**src/rtl/fwd_hazard_unit.sv**
```systemverilog
`default_nettype none
// ============================================================================
// Module   : fwd_hazard_unit
// Purpose  : Operand forwarding and load-use hazard detection for the
//            in-order pipeline. Each decode-stage source register is compared
//            against the destinations of NSTG downstream result stages; the
//            youngest matching stage supplies the operand. A match on a load
//            that is not yet forwardable stalls IF/ID and injects a bubble
//            into EX.
// Ports    : clk, rst       - clock (rising edge), synchronous active-high reset
//            id_valid       - decode slot holds a valid instruction
//            id_src         - NSRC source indices, operand s at [s*AW +: AW]
//            id_src_used    - operand s is actually read
//            ex_hold        - downstream freeze, registered state holds
//            stg_wen        - stage k writes the register file
//            stg_rd         - stage k destination at [k*AW +: AW]
//            stg_load       - stage k carries a load
//            stall          - combinational freeze of PC and IF/ID
//            bubble         - registered, EX holds an injected NOP
//            fwd_sel        - registered per-operand select, 0 = regfile,
//                             k+1 = stage k
//            stall_cnt      - saturating count of stall cycles
// Revision : 1.0 - initial release
// ============================================================================
module fwd_hazard_unit #(
  parameter int AW       = 5,
  parameter int NSRC     = 2,
  parameter int NSTG     = 2,
  parameter int LOAD_STG = 1,
  parameter int SELW     = $clog2(NSTG + 1),
  parameter int CNTW     = 16
) (
  input  logic                 clk,
  input  logic                 rst,
  input  logic                 id_valid,
  input  logic [NSRC*AW-1:0]   id_src,
  input  logic [NSRC-1:0]      id_src_used,
  input  logic                 ex_hold,
  input  logic [NSTG-1:0]      stg_wen,
  input  logic [NSTG*AW-1:0]   stg_rd,
  input  logic [NSTG-1:0]      stg_load,
  output logic                 stall,
  output logic                 bubble,
  output logic [NSRC*SELW-1:0] fwd_sel,
  output logic [CNTW-1:0]      stall_cnt
);

  localparam logic [CNTW-1:0] C_CNT_MAX = {CNTW{1'b1}};

  logic [NSRC*NSTG-1:0] w_match;
  logic [NSRC*SELW-1:0] w_sel_nx;
  logic [NSRC-1:0]      w_haz;
  logic                 w_stall;

  logic [NSRC*SELW-1:0] r_fwd_sel;
  logic                 r_bubble;
  logic [CNTW-1:0]      r_stall_cnt;

  // Per operand/stage comparison. Register 0 is hard-wired and never forwarded.
  for (genvar gs = 0; gs < NSRC; gs++) begin : g_src
    for (genvar gk = 0; gk < NSTG; gk++) begin : g_stg
      assign w_match[gs*NSTG + gk] = id_src_used[gs]
                                   & stg_wen[gk]
                                   & (stg_rd[gk*AW +: AW] == id_src[gs*AW +: AW])
                                   & (id_src[gs*AW +: AW] != '0);
    end
  end

  // Walk stages oldest to youngest so the youngest match is written last and
  // wins. The hazard flag follows the winner only, so an older load that is
  // shadowed by a younger producer never stalls.
  always_comb begin
    w_sel_nx = '0;
    w_haz    = '0;
    for (int s = 0; s < NSRC; s++) begin
      for (int k = NSTG - 1; k >= 0; k--) begin
        if (w_match[s*NSTG + k]) begin
          w_sel_nx[s*SELW +: SELW] = SELW'(k + 1);
          w_haz[s]                 = stg_load[k] & (k < LOAD_STG);
        end
      end
    end
  end

  // Stall ignores ex_hold on purpose: IF/ID must stay frozen while EX is held.
  assign w_stall = id_valid & (|w_haz) & ~rst;

  always_ff @(posedge clk) begin
    if (rst) begin
      r_fwd_sel   <= '0;
      r_bubble    <= 1'b0;
      r_stall_cnt <= '0;
    end else if (!ex_hold) begin
      if (w_stall) begin
        r_fwd_sel <= '0;
        r_bubble  <= 1'b1;
        if (r_stall_cnt != C_CNT_MAX) begin
          r_stall_cnt <= r_stall_cnt + CNTW'(1);
        end
      end else begin
        r_fwd_sel <= id_valid ? w_sel_nx : '0;
        r_bubble  <= 1'b0;
      end
    end
  end

  assign stall     = w_stall;
  assign bubble    = r_bubble;
  assign fwd_sel   = r_fwd_sel;
  assign stall_cnt = r_stall_cnt;

endmodule
`default_nettype wire

```
**config.mk**
```make
export PLATFORM = sky130hd
export DESIGN_NAME = fwd_hazard_unit
export DESIGN_NICKNAME = d
export VERILOG_FILES = /design/src/rtl/fwd_hazard_unit.sv
export SDC_FILE = /design/constraint.sdc
export NUM_CORES = 1
export LEC_CHECK = 0
export ABC_AREA = 1
export CORE_MARGIN = 3
export CORE_UTILIZATION = 41
export DETAILED_ROUTE_END_ITERATION = 12
export PLACE_DENSITY = 0.82
export RECOVER_POWER = 25
export SYNTH_ARGS = -nofsm -noshare
export SYNTH_HDL_FRONTEND = slang
export SYNTH_SLANG_ARGS = --single-unit
export TNS_END_PERCENT = 100
```
**constraint.sdc**
```tcl
create_clock -name clk -period 3.22 [get_ports clk]
set_clock_uncertainty 0.15 [all_clocks]
set_input_delay 0.644 -clock clk [delete_from_list [all_inputs] [get_ports clk]]
set_output_delay 0.644 -clock clk [all_outputs]
set_load 0.1 [all_outputs]
```
==> After elaboration in Yosys (flattened, before gate mapping) <==
Index checks and enable logic that the tools add are counted.
{ "totals": {"register_bits": 21, "latch_bits": 0, "ram_bits": 0, "mem_bits_ro": 0, "in_bits": 30, "word_cells": 38, "mem_count": 0} }
{ "op_classes": {"n_addsub": 1, "mul": 0, "div": 0, "n_lt_le_gt_ge": 0, "n_eq_ne": 5, "shifts": 0, "n_mux": 9, "n_bitwise": 16, "reduce_logical": 4} }
{ "op_table": {"columns": ["operator", "count"], "rows": [
  ["equality test 5 bit", 4],
  ["adder 16 x 1 -> 16 bit, second input constant", 1],
  ["!= test 16 bit, second input constant", 1],
  ["AND 1 bit", 14],
  ["nonzero test 5 bit", 2],
  ["2-to-1 mux 2 bit", 4],
  ["2-to-1 mux 4 bit", 2],
  ["2-to-1 mux 1 bit", 3],
  ["AND reduction 3 bit", 1],
  ["inverter 1 bit", 2],
  ["OR reduction 2 bit", 1]
]} }

==> Depth between registers and ports, before layout <==
Gate-level depths: netlist of run 1.
{ "depth": {"depth_word": 8, "mapped_depth": 13} }

==> Worst setup path before layout of run 1 <==
Ideal clock, no wire load.
{ "synth_path": {"kind": "input to output", "from": "input id_src[7]", "to": "output stall", "arrival_time_ns": 1.644, "required_ns": 2.426, "path_slack_ns": 0.782, "stages": 9, "path_buffers": 0, "path_cell_list": "inv_1 -> nand2_1 -> nand2_1 -> nand2_1 -> nor2_2 -> nand3_2 -> nand2_4 -> nand2_1 -> inv_2"} }
{ "synth_between": {"elab_chain_cells": 7, "elab_cells_between_ends": 8} }
{ "synth_lines": {"columns": ["element", "line", "source"], "rows": [
  ["start: declaration", "36", "input logic [NSRC*AW-1:0] id_src,"],
  ["equality test 5 bit", "64", "& (stg_rd[gk*AW +: AW] == id_src[gs*AW +: AW])"],
  ["AND 1 bit", "64", null],
  ["AND 1 bit *", "65", "& (id_src[gs*AW +: AW] != '0);"],
  ["2-to-1 mux 1 bit *", "77", "if (w_match[s*NSTG + k]) begin"],
  ["OR reduction 2 bit *", "86", "assign w_stall = id_valid & (|w_haz) & ~rst;"],
  ["AND 1 bit * (2 in series)", "86", null],
  ["end: declaration", "42", "output logic stall,"]
]} }
Every way passes the cells marked *; elsewhere a longest branch is shown, timed or not.

==> Worst setup path after layout of run 1 <==
{ "layout_path": {"from": "input stg_rd[0]", "to": "output stall"} }
{ "layout_between": {"elab_chain_cells": 7, "elab_cells_between_ends": 11} }
{ "layout_lines": {"columns": ["element", "line", "source"], "rows": [
  ["start: declaration", "40", "input logic [NSTG*AW-1:0] stg_rd,"],
  ["equality test 5 bit", "64", null],
  ["AND 1 bit", "64", null],
  ["AND 1 bit", "65", null],
  ["2-to-1 mux 1 bit", "77", null],
  ["OR reduction 2 bit *", "86", null],
  ["AND 1 bit * (2 in series)", "86", null]
]} }
Marks and branches as above.

==> key figures, run 1 <==
Setup path
  – Reg2Reg Setup Slack: 1390 ps
  – R2r worst-path depth: 10
  – Crit start category: primary input
  – Crit path capture type: output pin
  – CP Max Fanout: 3
  – WS Path Type: in2out
  – WP data arrival: 2130 ps
  – CP required: 2430 ps

Final layout
  – Most frequent cells in the layout: nand2_1, inv_1, nor2_1, clkdlybuf4s50_1, dfxtp_1
  – Final Non-Filler Cells: 391
  – Reg area: 420 µm²
  – Final Util: 0.582
  – # nets final: 375
  – Area of the multi-input gates: 1030 µm²
  – Most common cell after layout, fill and taps aside: nand2_1
  – N_diodes: 0
  – Share of cells above drive strength 1: 0.131
  – Synth-to-Final Area Change: 30.6%
  – Number of fill cells: 383
  – Cell area after layout: 2230 µm²

Detailed routing
  – Antenna Nets Post-Route: 0
  – Residual DRC: 0
  – Routed Wire Length: 4310 µm
  – Iteration-0 DRC Markers: 85
  – Drt pass-1 iters: 4
  – Drt wl/cell: 11.0 µm
  – DR vias/cell: 4.75
  – Routed vias: 1858

Die
  – Num rows: 22
  – Die Height: 70.5 µm
  – I/O pin count: 52
  – Die area: 4970 µm²
  – Core box area: 3830 µm²
  – Die X: 70.5 µm
  – Initial Util: 0.446

Placed design
  – Placer congestion estimate: 0.866
  – Placed insts: 387
  – Detail Placement HPWL: 3540 µm
  – Port-buffer cells: 50
  – DP Area: 2220 µm²

CTS
  – Clock slew at reported path FFs: 70 ps
  – Clk_lat worst skew: 260 ps
  – CTS sink cnt: 21
  – CTS tree: yes
  – Clock Path Buffers: 2
  – PostCTS Resize Cnt: 0
  – Total CTS buffers: 3
  – Cts hold-fix bufs: 0
  – Clock root buffer: clkbuf_8
  – CTS H-tree lvls: 1
  – Postcts setup bufs: 0

Synthesis
  – Fraction of the yosys area taken by sequential cells: 0.246
  – Top_reg_cell synth: dfxtp_1
  – Gate Count Post-Synth: 289
  – Area leader, netlist: dfxtp_1
  – Number of synthesized flops with an enable pin: 0
  – Yosys reg bits: 21
  – Mapped Area: 1710 µm²
  – Area share of the largest cell type after synthesis: 0.246
  – Synth warn: 0
  – Post-synth ARST share: 0
  – Avg Cell Area, Syn: 5.91 µm²
  – Synth cell types: 26
  – Synth top area cells: dfxtp_1, nand2_1, inv_1
  – Syn Nets: 320

Min path
  – Worst min-delay path category: reg2reg
  – Hold path cells: 2

Power
  – VDD IR max: 0.190 mV
  – Sw Ratio: 0.265
  – Switching power: 145 µW
  – Combinational share of power: 0.202
  – Power Density: 245 nW/µm²
  – Seq pwr share: 0.476
  – Fraction of power consumed by the clock network: 0.322
  – Pwr Total: 546 µW
  – Static Leakage: 0.00104 µW
  – Internal power: 401 µW

GRT
  – Initial antenna violation count: 0
  – First-pass GRT wire length: 7560 µm
  – GRT Total Usage: 0.184
  – Vias in the first global route: 1735
  – Grt ovf: 0
  – Largest net degree at the start of global routing: 17

Timing
  – RSZ-0062 raised after global routing: false
  – Final-report hold violation count: 0
  – Final Max Tran Viols: 0
  – Final setup violating endpoints: 0
  – Setup TNS: 0 ps
  – Min Tclk post-route: 2930 ps
  – Max transition margin: 0.208
  – Highest clock rate: 342 MHz
  – Worst-Margin Slew: 1190 ps
  – Final period utilization: 0.908

Job
  – Max Cap Viol: 0

Run status
  – Status: completed
==> sequential cells by signal, indices dropped and copies added (netlist names) <==
name	count
bubble	1
fwd_sel	4
stall_cnt	16
==> layer usage <==
layer  track usage  part of all wire  vias to the layer above
met5             0                 0                        -
met4        0.0383            0.0046                        0
met3        0.0331             0.049                        2
met2         0.291              0.47                       42
met1         0.260              0.48                      807
li1              -                 -                     1007
==> critical path, cell delays in order <==
cell and delay [ps]:
clkdlybuf4s50_1 510, inv_1 70, nand2_1 50, nand3_1 100, nor2_2 180, nand3_2 110, nand2_4 80, nand2_1 100
inv_2 110, buf_12 170
==> area by class of cell <==
cell class,count,share of cell area
Multi-Input combinational cell,204,0.461
Timing Repair Buffer,54,0.202
Sequential cell,21,0.189
Inverter,60,0.101
Tap cell,48,0.0270
Clock buffer,4,0.0202
==> Yosys cell counts (all sizes together) (2+ instances only) <==
library cell / count
a21oi: 7
buf: 3
dfxtp: 21
inv: 59
nand2: 92
nand3: 10
nand4: 23
nor2: 48
nor3: 5
o21bai: 10
o22ai: 2
xor2: 4
==> power by group through the flow <==
| stage | registers [µW] | clock network [µW] | logic (µW) |
|---|---|---|---|
| floorplan | 267 | 0 | 51.3 |
| global placement | 266 | 0 | 109 |
| detailed placement | 266 | 0 | 110 |
| CTS | 260 | 182 | 110 |
| global route | 260 | 191 | 122 |
| finish | 260 | 175 | 110 |
==> per-stage QoR <==
stage                     setup WS (ps)  hold WS [ps]
after floorplan                     782           634
after global placement              301           302
after detailed placement            309           307
after CTS                           298           317
after global routing                146           344
final                               295           316
==> kinds of logic after synthesis <==
group	count (synthesis)	synth area share
fa+ha+maj	1	0.00733
buf+inv	64	0.152
flops	21	0.246
compound gates	19	0.0718
xor+xnor	4	0.0205
simple gates	180	0.502
==> final timing paths <==
path	start	endpoint
max	stg_rd[0]	stall
min reg2reg	fwd_sel[1]$_SDFFE_PP0N_	fwd_sel[1]$_SDFFE_PP0N_
max reg2reg	stall_cnt[0]$_SDFFE_PP0P_	stall_cnt[3]$_SDFFE_PP0P_
min	fwd_sel[1]$_SDFFE_PP0N_	fwd_sel[1]$_SDFFE_PP0N_
Note: power is estimated with default switching activity, not from simulation.
==> run 2, diff against run 1 <==
Settings changed: CORE_UTILIZATION 41 to 40, CTS_BUF_LIST from default to sky130_fd_sc_hd__clkbuf_16, PLACE_DENSITY 0.82 to 0.81.
==> run 2 against run 1 <==
Register-to-register slack lost 30 ps. Clock power rose by 47%. Wire length up 1.2%. Critical endpoint unchanged. Final cell count grew 0.51%. Flip-flop and latch count unchanged. Highest routed layer unchanged. Power rose by 15%.
==> key figures, run 2 (same netlist as run 1, synthesis figures left out) <==
CTS
  – Clock slew at reported path FFs: 50 ps
  – Total CTS buffers: 3
  – Clock Path Buffers: 2
  – CTS tree: yes
  – Clock root buffer: clkbuf_16
  – Cts hold-fix bufs: 0
  – CTS H-tree lvls: 1
  – CTS sink cnt: 21
  – PostCTS Resize Cnt: 0
  – Clk_lat worst skew: 250 ps
  – Postcts setup bufs: 0

Timing
  – Worst hold slack: 321 ps
  – Setup TNS: 0 ps
  – Min Tclk post-route: 2940 ps
  – Highest clock rate: 340 MHz
  – Final Max Tran Viols: 0
  – Final-report hold violation count: 0
  – Max transition margin: 0.218
  – Final setup violating endpoints: 0
  – RSZ-0062 raised after global routing: false
  – Final period utilization: 0.913
  – Worst-Margin Slew: 1180 ps

GRT
  – Vias in the first global route: 1765
  – Largest net degree at the start of global routing: 17
  – First-pass GRT wire length: 7390 µm
  – Grt ovf: 0
  – GRT Total Usage: 0.172
  – Initial antenna violation count: 0

Detailed routing
  – Drt pass-1 iters: 4
  – Routed vias: 1904
  – DR vias/cell: 4.84
  – Antenna Nets Post-Route: 0
  – Routed Wire Length: 4360 µm
  – Drt wl/cell: 11.1 µm
  – Residual DRC: 0
  – Iteration-0 DRC Markers: 126

Run status
  – Status: completed

Final layout
  – Share of cells above drive strength 1: 0.131
  – Area of the multi-input gates: 1030 µm²
  – Final Util: 0.558
  – Reg area: 420 µm²
  – Synth-to-Final Area Change: 32.7%
  – Max FFs per register: 16
  – Number of fill cells: 408
  – # nets final: 375
  – Cell area after layout: 2260 µm²
  – Most frequent cells in the layout: nand2_1, inv_1, nor2_1, clkdlybuf4s50_1, dfxtp_1
  – N_diodes: 0
  – Most common cell after layout, fill and taps aside: nand2_1

Setup path
  – CP peak stage delay: 530 ps
  – WS Path Type: in2out
  – WP data arrival: 2140 ps
  – Crit start category: primary input
  – Critical path's most frequent cell: nand2_1
  – Critical path cell sequence: clkdlybuf4s50_1 > inv_1 > nand2_1 > nand3_1 > nor2_2 > nand3_2 > nand2_4 > nand2_1 > inv_2 > buf_12
  – CP max stage cell: clkdlybuf4s50_1
  – Crit path capture type: output pin
  – CP required: 2430 ps
  – CP Max Fanout: 3

Job
  – Max Cap Viol: 0

Die
  – Die Height: 71.3 µm
  – Core box area: 4060 µm²
  – Die X: 71.3 µm
  – Initial Util: 0.421
  – Num rows: 23
  – Die area: 5090 µm²
  – I/O pin count: 52

Placed design
  – Port-buffer cells: 50
  – Placer congestion estimate: 0.897
  – Detail Placement HPWL: 3460 µm
  – DP Area: 2220 µm²

Power
  – VDD IR max: 0.203 mV
  – Static Leakage: 0.00106 µW
  – Power Density: 277 nW/µm²

Min path
  – Worst min-delay path category: reg2reg
-- run 2: cell count changes in the layout (fill, tap and decap cells not counted) --
| cell | delta |
|---|---|
| clkbuf_1 | -1 |
| inv_1 | +1 |
| clkbuf_8 | -3 |
| clkbuf_16 | +3 |
-- run 2: per-stage QoR --
step           setup slack [ps]  power [µW]  std cells
3_3_place_gp                310         375        389
4_1_cts                     281         635        393
2_1_floorplan               782         319        289
3_5_place_dp                292         376        389
5_1_grt                     186         654        393
6_report                    281         628        393
-- run 2: report_power, final --
group | switching (µW) | total [µW] | internal [µW] | leakage, µW
logic | 57.5 | 110 | 53.0 | 0.000853
registers | 0.135 | 260 | 260 | 0.000169
clock network | 91.9 | 257 | 165 | 0.0000423
total | 149 | 628 | 478 | 0.00106
-- run 2: layout make-up --
cell class,count,area share
Multi-Input combinational cell,204,0.454
Timing Repair Buffer,54,0.199
Sequential cell,21,0.186
Inverter,60,0.0994
Clock buffer,3,0.0331
Tap cell,50,0.0276
Clock inverter,1,0.00166
-- run 2: metal layers --
layer	wire length, µm	vias to the layer above	GRT usage
met3	198	2	0.0365
met1	1990	860	0.216
met2	2160	39	0.304
li1	-	1003	-
met4	19	0	0.0334
met5	0	-	0
-- run 2: critical path, delay by kind of cell --
family,cells,cell delay (ps)
AND/OR/NAND/NOR,6,610
buffers and inverters,4,880
-- run 2: path summary, 6_finish.rpt --
path                             start                   endpoint  slack [ps]  cells after the start
max                          id_src[0]                      stall         280                     10
min            fwd_sel[3]$_SDFFE_PP0N_    fwd_sel[3]$_SDFFE_PP0N_         320                      2
max reg2reg  stall_cnt[0]$_SDFFE_PP0P_  stall_cnt[3]$_SDFFE_PP0P_        1360                     10
min reg2reg    fwd_sel[3]$_SDFFE_PP0N_    fwd_sel[3]$_SDFFE_PP0N_         320                      2
==> run 3, diff against run 2 <==
Settings changed: CTS_CLUSTER_DIAMETER from default to 30, TNS_END_PERCENT 100 to 5.
==> results of run 3 <==
Final layout, timing and power as in run 2 (identical DEF).
